## config.mk

```make
export PLATFORM = sky130hd
export DESIGN_NAME = gelato_wb_arbiter
export DESIGN_NICKNAME = d
export VERILOG_FILES = /design/src/rtl/gelato_wb_arbiter.sv
export SDC_FILE = /design/constraint.sdc
export NUM_CORES = 1
export LEC_CHECK = 0
export BUFFER_PORTS_ARGS = -buffer_cell sky130_fd_sc_hd__buf_2
export CELL_PAD_IN_SITES_DETAIL_PLACEMENT = 0
export CELL_PAD_IN_SITES_GLOBAL_PLACEMENT = 1
export CORE_ASPECT_RATIO = 0.75
export CORE_MARGIN = 8
export CORE_UTILIZATION = 29
export DETAILED_ROUTE_END_ITERATION = 6
export GPL_ROUTABILITY_DRIVEN = 0
export PLACE_DENSITY_LB_ADDON = 0.1
export SYNTH_ARGS = -nofsm -noshare
export SYNTH_HDL_FRONTEND = slang
export SYNTH_SLANG_ARGS = --single-unit
```

## constraint.sdc

```tcl
create_clock -name clk -period 1.7 [get_ports clk]
set_input_delay 0.255 -clock clk [delete_from_list [all_inputs] [get_ports clk]]
set_output_delay 0.255 -clock clk [all_outputs]
set_load 0.1 [all_outputs]
```

## src/rtl/gelato_wb_arbiter.sv

```systemverilog
// gelato_wb_arbiter: round-robin merge of NUM_SRC execution-unit writeback
// channels into the single register-file writeback port, with a one-entry
// registered output stage and valid/ready handshakes on both sides.
// Optional build macro GELATO_WB_ARB_STATS_EN adds per-source grant counters
// (grant_count) and a downstream stall counter (stall_count).
module gelato_wb_arbiter #(
  parameter int NUM_SRC    = 3,
  parameter int DATA_WIDTH = 64,
  localparam int SRC_W     = $clog2(NUM_SRC)
) (
  input  logic                            clk,
  input  logic                            rst_n,
  input  logic                            rdy,
  input  logic [NUM_SRC-1:0]              src_valid,
  output logic [NUM_SRC-1:0]              src_ready,
  input  logic [NUM_SRC*DATA_WIDTH-1:0]   src_data,
  output logic                            wb_valid,
  input  logic                            wb_ready,
  output logic [DATA_WIDTH-1:0]           wb_data,
  output logic [SRC_W-1:0]                wb_src
`ifdef GELATO_WB_ARB_STATS_EN
  ,
  output logic [NUM_SRC*32-1:0]           grant_count,
  output logic [31:0]                     stall_count
`endif
);

  localparam int unsigned N = NUM_SRC;

  logic                  wb_valid_q;
  logic [DATA_WIDTH-1:0] wb_data_q;
  logic [SRC_W-1:0]      wb_src_q;
  logic [SRC_W-1:0]      last_grant_q;

  logic                  load;
  logic                  any_valid;
  logic                  grant;
  logic [SRC_W-1:0]      winner;
  logic [DATA_WIDTH-1:0] win_data;

  assign load      = rdy && (!wb_valid_q || wb_ready);
  assign any_valid = |src_valid;
  assign grant     = rst_n && load && any_valid;

  // Round-robin pick: the modulo scan from last_grant+1 is split into an
  // "above pointer" pass and a wrapped "at or below pointer" pass.
  always_comb begin
    logic             hi_found;
    logic             lo_found;
    logic [SRC_W-1:0] hi_win;
    logic [SRC_W-1:0] lo_win;
    hi_found = 1'b0;
    lo_found = 1'b0;
    hi_win   = '0;
    lo_win   = '0;
    for (int unsigned i = 0; i < N; i++) begin
      if (src_valid[i]) begin
        if (SRC_W'(i) > last_grant_q) begin
          if (!hi_found) begin
            hi_found = 1'b1;
            hi_win   = SRC_W'(i);
          end
        end else if (!lo_found) begin
          lo_found = 1'b1;
          lo_win   = SRC_W'(i);
        end
      end
    end
    winner = hi_found ? hi_win : lo_win;
  end

  // Payload mux and one-hot accept for the winning source.
  always_comb begin
    win_data  = '0;
    src_ready = '0;
    for (int unsigned i = 0; i < N; i++) begin
      if (winner == SRC_W'(i)) begin
        win_data     = src_data[i*DATA_WIDTH +: DATA_WIDTH];
        src_ready[i] = grant;
      end
    end
  end

  // Output stage and fairness pointer; pointer moves only on accepted grants.
  always_ff @(posedge clk) begin
    if (!rst_n) begin
      wb_valid_q   <= 1'b0;
      wb_data_q    <= '0;
      wb_src_q     <= '0;
      last_grant_q <= SRC_W'(N - 1);
    end else if (load) begin
      if (any_valid) begin
        wb_valid_q   <= 1'b1;
        wb_data_q    <= win_data;
        wb_src_q     <= winner;
        last_grant_q <= winner;
      end else begin
        wb_valid_q <= 1'b0;
      end
    end
  end

  assign wb_valid = wb_valid_q;
  assign wb_data  = wb_data_q;
  assign wb_src   = wb_src_q;

`ifdef GELATO_WB_ARB_STATS_EN
  logic [NUM_SRC*32-1:0] grant_count_q;
  logic [31:0]           stall_count_q;

  // Per-source handshake counters and downstream stall counter (wrapping).
  always_ff @(posedge clk) begin
    if (!rst_n) begin
      grant_count_q <= '0;
      stall_count_q <= '0;
    end else begin
      for (int unsigned i = 0; i < N; i++) begin
        if (src_valid[i] && src_ready[i]) begin
          grant_count_q[i*32 +: 32] <= grant_count_q[i*32 +: 32] + 32'd1;
        end
      end
      if (rdy && wb_valid_q && !wb_ready) begin
        stall_count_q <= stall_count_q + 32'd1;
      end
    end
  end

  assign grant_count = grant_count_q;
  assign stall_count = stall_count_q;
`endif

endmodule
```

==> impl_summary.txt <==
----------------------------------------------------
[Detailed routing]
  DRT Wirelength ... 14500 um
  Routed vias/inst ... 4.93
  First-iteration detailed-routing DRC count ... 152
  Final ANT Viol Nets ... 0
  DR WL/cell ... 17.5 um
  DRC viols ... 0
  Total via count in the routed design ... 4067
  Drt first pass iters ... 4

[Hold path]
  End point of the most critical hold path ... wb_valid
  Hold Path Cell Cnt ... 4
  Min-Delay Path Class ... in -> reg
  Origin of the worst min-delay path ... wb_ready

[Finish]
  Nets ... 849
  Most common library cell in the layout ignoring fill and taps ... sky130_fd_sc_hd__buf_2
  Most frequent cells in the layout ... sky130_fd_sc_hd__buf_2 (264), sky130_fd_sc_hd__nand2_1 (69), sky130_fd_sc_hd__nand3_1 (65), sky130_fd_sc_hd__dfxtp_1 (65), sky130_fd_sc_hd__mux2i_1 (64)
  Fraction of layout cells with a size suffix above 1 ... 56.7%
  Non-filler cells, final ... 825
  Area growth from synthesis to final layout ... 50.3%
  ANT cells ... 0

[Die]
  Overall die width ... 150 um
  Die area ... 17500 sq um
  Chip height ... 117 um
  Number of ports placed on the die boundary ... 269
  Starting density of the core ... 30.0%
  Area of the core region ... 13100 sq um
  Number of cell rows ... 36

[GRT]
  Aggregate global routing overflow ... 0
  Largest net degree at the start of global routing ... 53
  Global-route usage over all layers ... 15.7%
  Initial antenna violation count ... 0
  Global-route wire length before repair ... 21900 um
  Number of global-route vias before repair ... 4256

[Logic synthesis]
  Primary flip-flop cell chosen by synthesis mapping ... sky130_fd_sc_hd__dfxtp_1
  Cell types with the largest area share after synthesis ... sky130_fd_sc_hd__dfxtp_1 (35%), sky130_fd_sc_hd__o221ai_2 (19%), sky130_fd_sc_hd__mux2i_1 (16%)
  Syn Inst Count ... 394
  Syn Nets ... 593
  Area leader, netlist ... sky130_fd_sc_hd__dfxtp_1
  Synth top area share ... 34.8%
  Yosys Warn Count ... 0
  Count of state elements after synthesis ... 68
  Fraction of registers with async set/reset ... 0%
  Distinct cells, synth ... 23
  Per-instance average area after synthesis ... 9.93 sq um
  Register area share after synthesis ... 34.8%
  Cell area after synthesis ... 3910 sq um
  Count of flip-flops with a built-in enable after synthesis ... 0

[Critical path]
  Register-to-register setup slack ... 0.09 ns
  Crit start category ... flip-flop
  Highest-delay cell along the critical path ... sky130_fd_sc_hd__dfxtp_4
  Reg-to-reg startpoint ... last_grant_q[1]
  CP Data Arrival Time ... 1.49 ns
  RR Endpoint ... wb_data[27]
  Required time of the critical path ... 1.44 ns
  Slowest cell delay on critical path ... 0.36 ns
  Critical path, cell by cell ... nand2b_4 > a22oi_2 > nand3_4 > a21oi_4 > buf_12
  Kind of critical path ... reg -> out
  Depth of the worst register-to-register path ... 7
  Critical path capture point type ... output port
  Largest fanout on the critical path ... 4

[STA]
  Max Clock Skew ... 0.00447 ns
  Worst Tran Pin Value ... 0.511 ns
  Count of pins over their slew limit ... 0
  Setup total negative slack ... -0.0542 ns
  Final Worst Setup Slack ... -0.0452 ns
  Period Utilization, post-route ... 103%
  Final critical delay including setup and external delays ... 1.75 ns
  Highest clock rate ... 0.573 GHz
  RSZ-0062 raised after global routing ... yes
  Count of final setup violators ... 2
  Tightest slew margin relative to the limit ... 66.2%
  Number of hold violations in the final report ... 0

[CTS]
  Master cell of the clock root buffer ... sky130_fd_sc_hd__clkbuf_16
  Later-pin clock latency in the skew report ... 0.32 ns
  Number of levels the H-tree was split into ... 3
  TritonCTS clock tree ... done
  Clock transition time at the flip-flop clock pins of the worst setup and hold paths ... 0.05 ns
  Clock sink total ... 68
  Number of buffers created by CTS ... 9
  Buffer depth of the longest clock path ... 2

[Power]
  Switching power ... 2420 uW
  Clock network fraction of total power ... 29.3%
  Power density normalized to cell area ... 993 nW/um^2
  Leakage power ... 0.00301 uW
  Worst ir drop on vdd ... 0.430 mV
  Comb pwr share ... 39.4%
  Sw Ratio ... 41.5%
  Internal power component ... 3420 uW
  Sequential group share of total power ... 31.3%

[Place]
  Total instance count after detailed placement ... 804
  Port Buffers ... 268
  HPWL after DPL ... 11300 um

[Outcome]
  Result of the run ... finished, violations left
  Failing checks ... setup timing

[Job]
  Number of maximum-capacitance constraint violations ... 0

----------------------------------------------------
==> metrics by stage <==
stage          util (%)  hold slack [ns]  power, uW  setup slack, ns  cell area (sq um)
6_report           45.0            0.215       5840          -0.0452               5880
5_1_grt            45.0            0.208       6110           -0.109               5880
4_1_cts            44.9            0.196       5930          -0.0582               5860
3_5_place_dp       42.4            0.445       4160            0.103               5530
3_3_place_gp       42.4            0.442       4130            0.121               5530
2_1_floorplan         -            0.437       3590           -0.222               3990
==> flip-flops by register name, indices dropped and copies added (netlist names) <==
name          count
wb_valid          1
wb_src            2
last_grant_q      1
wb_data          64
==> cells by family (layout without fill, tap and decap cells) <==
| kind of cell | Yosys count | count (layout) | synth area share (%) |
|---|---|---|---|
| and+or+nand+nor | 145 | 145 | 16.4 |
| DFF | 68 | 68 | 34.8 |
| buffers and inverters | 44 | 304 | 7.83 |
| muxes | 64 | 64 | 16.4 |
| AOI/OAI and AO/OA | 73 | 73 | 24.6 |
==> Yosys cell counts, types with 2 or more instances <==
library cell and n:
sky130_fd_sc_hd__a21boi_0 2, sky130_fd_sc_hd__buf_2 8, sky130_fd_sc_hd__buf_4 3, sky130_fd_sc_hd__buf_6 16, sky130_fd_sc_hd__clkbuf_1 17, sky130_fd_sc_hd__dfxtp_1 68
sky130_fd_sc_hd__mux2i_1 64, sky130_fd_sc_hd__nand2_1 72, sky130_fd_sc_hd__nand2b_1 2, sky130_fd_sc_hd__nand3_1 66, sky130_fd_sc_hd__nor2_1 2, sky130_fd_sc_hd__o221ai_1 14
sky130_fd_sc_hd__o221ai_2 50
==> routing by layer <==
| layer | share of wire (%) | global-route usage [%] |
|---|---|---|
| met5 | 0 | 0 |
| met4 | 0.99 | 4.12 |
| met3 | 9.8 | 6.31 |
| met2 | 50 | 27.7 |
| met1 | 40 | 17.4 |
==> power groups by stage <==
stage / clock [uW] / sequential [uW] / combinational [uW]
finish: 1710 / 1830 / 2300
global route: 1850 / 1840 / 2420
CTS: 1780 / 1820 / 2320
detailed placement: 0 / 1860 / 2300
global placement: 0 / 1850 / 2280
floorplan: 0 / 2920 / 670
==> critical path: cells and delay by family (launching register included) <==
family                 cells  cell delay [ns]
AOI/OAI and AO/OA          2             0.35
DFF                        1             0.36
and+or+nand+nor            2             0.26
buffers and inverters      1             0.19
==> worst max-delay path by stage <==
stage,startpoint,end,slack [ns]
global route,last_grant_q[1],src_ready[0],-0.11
CTS,last_grant_q[1],src_ready[0],-0.06
detailed placement,src_valid[1],src_ready[0],0.10
floorplan,wb_valid,src_ready[0],-0.22
global placement,src_valid[1],src_ready[0],0.12
finish,last_grant_q[1],src_ready[0],-0.05
==> layout make-up <==
type                    instances  area (sq um)
clock buffers                  13           260
fillers                      1356          7180
well taps                     171           214
flip-flops and latches         68          1370
clock inverters                 2          10.0
multi-input cells             282          2350
repair buffers                289          1670
==> repair_timing <==
item	CTS	global route
pin swaps	5	4
hold buffers	0	0
endpoints found under the setup margin	3	3
buffers inserted	6	1
gates cloned	0	0
resized for setup	4	4
(Power assumes the default switching activity.)
